==> src/rtl/ifu_pkg.sv <==
// Shared constants and state encoding for the instruction fetch unit.
package ifu_pkg;

  localparam int INST_WIDTH      = 32;
  localparam int INST_ADDR_WIDTH = 32;

  localparam logic [INST_WIDTH-1:0]      INST_NOP     = 32'h0000_0013;
  localparam logic [INST_ADDR_WIDTH-1:0] RESET_VECTOR = 32'h0000_0000;

  typedef enum logic [1:0] {
    RST_WAIT = 2'd0,
    FETCH    = 2'd1,
    HOLD     = 2'd2
  } ifuState_e;

endpackage

==> src/rtl/ifu_skid_buf.sv <==
// One-entry skid buffer holding a fetched instruction while decode is stalled.
module ifu_skid_buf
  import ifu_pkg::*;
(
  input  logic                       clk,
  input  logic                       rst,
  input  logic                       load_i,
  input  logic                       drain_i,
  input  logic                       flush_i,
  input  logic [INST_WIDTH-1:0]      data_i,
  input  logic [INST_ADDR_WIDTH-1:0] addr_i,
  output logic [INST_WIDTH-1:0]      data_o,
  output logic [INST_ADDR_WIDTH-1:0] addr_o,
  output logic                       valid_o
);

  logic [INST_WIDTH-1:0]      data_q;
  logic [INST_ADDR_WIDTH-1:0] addr_q;
  logic                       valid_q;

  // A flush from a redirect wins over a same-cycle load or drain.
  always_ff @(posedge clk) begin
    if (rst) begin
      data_q  <= INST_NOP;
      addr_q  <= '0;
      valid_q <= 1'b0;
    end else if (flush_i) begin
      valid_q <= 1'b0;
    end else if (load_i) begin
      data_q  <= data_i;
      addr_q  <= addr_i;
      valid_q <= 1'b1;
    end else if (drain_i) begin
      valid_q <= 1'b0;
    end
  end

  assign data_o  = data_q;
  assign addr_o  = addr_q;
  assign valid_o = valid_q;

endmodule

==> src/rtl/ifu.sv <==
// Instruction fetch unit: pc sequencing, fetch FSM and decode-facing output registers.
// Define IFU_MISALIGN_CHECK_EN to flag redirects whose target has nonzero low bits.
module ifu
  import ifu_pkg::*;
(
  input  logic                       clk,
  input  logic                       rst,
  output logic                       imem_req_o,
  output logic [INST_ADDR_WIDTH-1:0] imem_addr_o,
  input  logic                       imem_ack_i,
  input  logic [INST_WIDTH-1:0]      imem_rdata_i,
  input  logic                       jump_en_i,
  input  logic [INST_ADDR_WIDTH-1:0] jump_addr_i,
  input  logic                       hold_i,
  output logic [INST_WIDTH-1:0]      inst_o,
  output logic [INST_ADDR_WIDTH-1:0] inst_addr_o,
  output logic                       inst_valid_o,
  output logic                       misalign_o
);

  ifuState_e                  state_q, state_d;
  logic [INST_ADDR_WIDTH-1:0] pc_q, pc_d;
  logic [INST_WIDTH-1:0]      inst_q, inst_d;
  logic [INST_ADDR_WIDTH-1:0] instAddr_q, instAddr_d;
  logic                       instValid_q, instValid_d;

  logic                       skidLoad, skidDrain, skidFlush;
  logic [INST_WIDTH-1:0]      skidData;
  logic [INST_ADDR_WIDTH-1:0] skidAddr;
  logic                       skidValid;
  logic [INST_ADDR_WIDTH-1:0] jumpTarget;

  assign jumpTarget = jump_addr_i & ~32'h3;

  ifu_skid_buf u_skid (
    .clk     (clk),
    .rst     (rst),
    .load_i  (skidLoad),
    .drain_i (skidDrain),
    .flush_i (skidFlush),
    .data_i  (imem_rdata_i),
    .addr_i  (pc_q),
    .data_o  (skidData),
    .addr_o  (skidAddr),
    .valid_o (skidValid)
  );

  // Redirects beat stalls in every state except the single post-reset wait cycle.
  always_comb begin
    state_d     = state_q;
    pc_d        = pc_q;
    inst_d      = inst_q;
    instAddr_d  = instAddr_q;
    instValid_d = instValid_q;
    skidLoad    = 1'b0;
    skidDrain   = 1'b0;
    skidFlush   = 1'b0;
    if (state_q != RST_WAIT && jump_en_i) begin
      pc_d        = jumpTarget;
      skidFlush   = 1'b1;
      inst_d      = INST_NOP;
      instValid_d = 1'b0;
      state_d     = FETCH;
    end else begin
      case (state_q)
        RST_WAIT: state_d = FETCH;
        FETCH: begin
          if (imem_ack_i && !hold_i) begin
            inst_d      = imem_rdata_i;
            instAddr_d  = pc_q;
            instValid_d = 1'b1;
            pc_d        = pc_q + 32'd4;
          end else if (imem_ack_i && hold_i) begin
            skidLoad = 1'b1;
            state_d  = HOLD;
          end else if (!hold_i) begin
            inst_d      = INST_NOP;
            instValid_d = 1'b0;
          end
        end
        HOLD: begin
          if (!hold_i) begin
            inst_d      = skidData;
            instAddr_d  = skidAddr;
            instValid_d = skidValid;
            skidDrain   = 1'b1;
            pc_d        = pc_q + 32'd4;
            state_d     = FETCH;
          end
        end
        default: state_d = RST_WAIT;
      endcase
    end
  end

  always_ff @(posedge clk) begin
    if (rst) begin
      state_q     <= RST_WAIT;
      pc_q        <= RESET_VECTOR;
      inst_q      <= INST_NOP;
      instAddr_q  <= '0;
      instValid_q <= 1'b0;
    end else begin
      state_q     <= state_d;
      pc_q        <= pc_d;
      inst_q      <= inst_d;
      instAddr_q  <= instAddr_d;
      instValid_q <= instValid_d;
    end
  end

`ifdef IFU_MISALIGN_CHECK_EN
  logic misalign_q, misalign_d;

  // Pulses for exactly one cycle after a redirect to a non-word-aligned target.
  always_comb begin
    misalign_d = 1'b0;
    if (state_q != RST_WAIT && jump_en_i) misalign_d = |jump_addr_i[1:0];
  end

  always_ff @(posedge clk) begin
    if (rst) misalign_q <= 1'b0;
    else     misalign_q <= misalign_d;
  end

  assign misalign_o = misalign_q;
`else
  assign misalign_o = 1'b0;
`endif

  assign imem_req_o   = (state_q == FETCH);
  assign imem_addr_o  = pc_q;
  assign inst_o       = inst_q;
  assign inst_addr_o  = instAddr_q;
  assign inst_valid_o = instValid_q;

endmodule

==> config.mk <==
export PLATFORM = sky130hd
export DESIGN_NAME = ifu
export DESIGN_NICKNAME = d
export VERILOG_FILES = /design/src/rtl/ifu_pkg.sv /design/src/rtl/ifu_skid_buf.sv /design/src/rtl/ifu.sv
export SDC_FILE = /design/constraint.sdc
export NUM_CORES = 1
export LEC_CHECK = 0
export ABC_AREA = 1
export BUFFER_PORTS_ARGS = -buffer_cell sky130_fd_sc_hd__buf_2
export CAP_MARGIN = 25
export CORE_MARGIN = 8
export CORE_UTILIZATION = 55
export CTS_CLUSTER_SIZE = 25
export DETAILED_ROUTE_END_ITERATION = 6
export PLACE_DENSITY_LB_ADDON = 0.15
export SLEW_MARGIN = 40
export SYNTH_ARGS = -nofsm -noshare
export SYNTH_HDL_FRONTEND = slang
export SYNTH_SLANG_ARGS = --single-unit
export TNS_END_PERCENT = 10
==> constraint.sdc <==
create_clock -name clk -period 4.3 [get_ports clk]
set_clock_uncertainty 0.15 [all_clocks]
set_input_delay 0.645 -clock clk [delete_from_list [all_inputs] [get_ports clk]]
set_output_delay 0.645 -clock clk [all_outputs]
set_load 0.03 [all_outputs]
==> impl_metrics.tcl <==
set metrics [dict create \
    status "finished clean" \
    max_cap_viol_count 0 \
    cts_resized 0 \
    cts_tree "done" \
    cts_buffers 17 \
    portBuffers 160 \
    peakVddDrop_mv 0.240 \
    crit_type "flop to flop" \
    endpoint_kind "flop" \
    firstDrtPassIters 7 \
    drtIter0Drc 693 \
    yosysSeqAreaShare 0.446 \
    area_growth_pct 19.2 \
    synth_top_area_share 0.446 \
    finalSetupTns_ps 0 \
    yosysMostFrequentCell "nand2_1" \
    clkSinkCount 158 \
    ys_types 32 \
    root_buffer "clkbuf_16" \
    via_per_inst 5.44 \
    grt_pass1_wl_um 33600 \
    rsz0062_at_grt "false" \
    clockBufferDepth 2 \
    drv_slew 0 \
    dpl.hpwl_um 13300 \
    core-area_sq_um 12600 \
    yosys-top-cells-count "nand2_1, nor2_1, dfxtp_1, o21ai_0, a21oi_1" \
    routed-via-count 7174 \
    synth.area.top_cells "dfxtp_1, nand2_1, nor2_1" \
    die_h_um 130 \
    wl_um 20400 \
    hold_buffers 0 \
    cp_data_arrival_time_ps 2910 \
    overflow 0 \
    yosysWarnings 0 \
    ios 168 \
    period_needed_ps 2710 \
    fillers 1179 \
    fp.dieW_um 130 \
    synth_cells 1013 \
    syn_avg_cell_area_sq_um 7.01 \
    critPathMaxFanout 24 \
    antenna_found_initial 4 \
    clk_latency_ps 430 \
    synth_enable_flop_cells 0 \
    hold_violations 0 \
    slew_headroom 0.501 \
    wl_per_cell_um 15.5 \
    fmax_ghz 0.369 \
    grt_use_total 0.248 \
    tightest_slew_ps 747 \
    p_leak_uw 0.00362 \
    total_power_uw 3550 \
    ys_ff_latch 158 \
    finalSetupViolCount 0 \
    drive_above_1_share 0.190 \
    synth_top_area_cell "dfxtp_1" \
    drcViolationCount 0 \
    dieArea_sq_um 16800 \
    fin_crit_sh 0.630 \
    gp_congestion 0.853 \
    postCtsSetupBuffers 0 \
    grt_pass1_vias 6846 \
    startpoint_type "flop" \
    nNetsFinal 1203 \
    synth_flop_cell "dfxtp_1" \
    start_util 0.563 \
    hp-class "input pin to flop" \
    cp.required_ps 4500 \
    grt_max_degree 78 \
    ctsHtreeMaxLevel 4 \
    netlist_area_sq_um 7100 \
    clkSlewWorstSetupHoldPaths_ps 60 \
    power_density_nw_per_um2 419 \
    antenna_left 0 \
    num_rows 41 \
    async_flop_share 0 \
]
[per-stage QoR]
step           utilization  hold slack (ps)  instances  area (sq um)  setup slack [ps]
6_report             0.671              288       1318          8460              1590
5_1_grt              0.671              293       1318          8460              1290
4_1_cts              0.670              284       1317          8460              1570
3_5_place_dp         0.624              303       1286          7870              1370
3_3_place_gp         0.623              293       1286          7860              1250
2_1_floorplan            -              279       1017          7110              2350
[placed cells by master (no fill, tap or decap), types with 2 or more instances in the layout]
cell	netlist	final
nand2_1	223	223
inv_1	35	34
dfxtp_1	158	158
a21oi_1	83	83
clkinvlp_4	0	3
o221ai_1	3	3
nor2_2	2	3
inv_2	7	5
clkbuf_16	0	17
nor2_4	3	4
nor2_1	179	177
nand3b_1	2	2
xnor2_1	2	2
nand3_1	32	32
conb_1	1	5
a22oi_1	28	28
buf_4	11	7
a31oi_1	32	32
o21ai_4	1	2
clkinv_2	0	9
o21ai_0	93	93
o31ai_1	3	3
bufinv_16	0	3
buf_2	24	160
o21ai_1	46	46
[final cells by class]
| class | instances | area (sq um) | share of cell area |
|---|---|---|---|
| Clock inverter | 13 | 148 | 0.0174 |
| Clock buffer | 18 | 439 | 0.0519 |
| Antenna cell | 1 | 2.50 | 0.000296 |
| Multi-Input combinational cell | 745 | 3450 | 0.408 |
| Timing Repair Buffer | 168 | 873 | 0.103 |
| Inverter | 43 | 166 | 0.0197 |
| Tap cell | 172 | 215 | 0.0254 |
| Sequential cell | 158 | 3160 | 0.374 |
[critical path: stages (launching register included)]
cell and delay [ps]:
dfxtp_1 390, o21ai_4 600, inv_2 310, nor2_2 570
buf_4 330, o21ai_0 130, a21oi_1 160
[where the power goes]
part           internal [uW]  switching (uW)  total, uW
clock                    915             600       1510
sequential              1530            54.3       1590
combinational            132             311        442
[logic make-up after synthesis]
kind of cell | share of synthesized area
compound gates | 0.227
xor+xnor | 0.00247
fa+ha+maj | 0.00176
buf+inv | 0.0724
flops | 0.446
other cells | 0.000528
simple gates | 0.251
[per-layer routing]
layer  global-route usage  share of wire
met5                    0         0.0016
met4               0.0874          0.017
met3               0.0624          0.085
met2                0.390           0.44
met1                0.324           0.46
[flip-flops by register name (all words and copies together), names as in the netlist]
name and cells:
inst_addr_o 30, u_skid.addr_o 30, u_skid.data_o 32, state_q 2, imem_addr_o 30, u_skid.valid_o 1, inst_o 32, inst_valid_o 1
[path summary, 6_finish.rpt]
kind                                       start               end  slack [ps]  cells after the start
worst max-delay path                  state_q[0]        inst_o[18]        1590                      6
worst min-delay path             imem_rdata_i[1]  u_skid.data_o[1]         290                      3
worst max register to register        state_q[0]        inst_o[18]        1590                      6
worst min register to register  u_skid.data_o[0]  u_skid.data_o[0]         320                      2
Power figures use the tool's default switching activity.
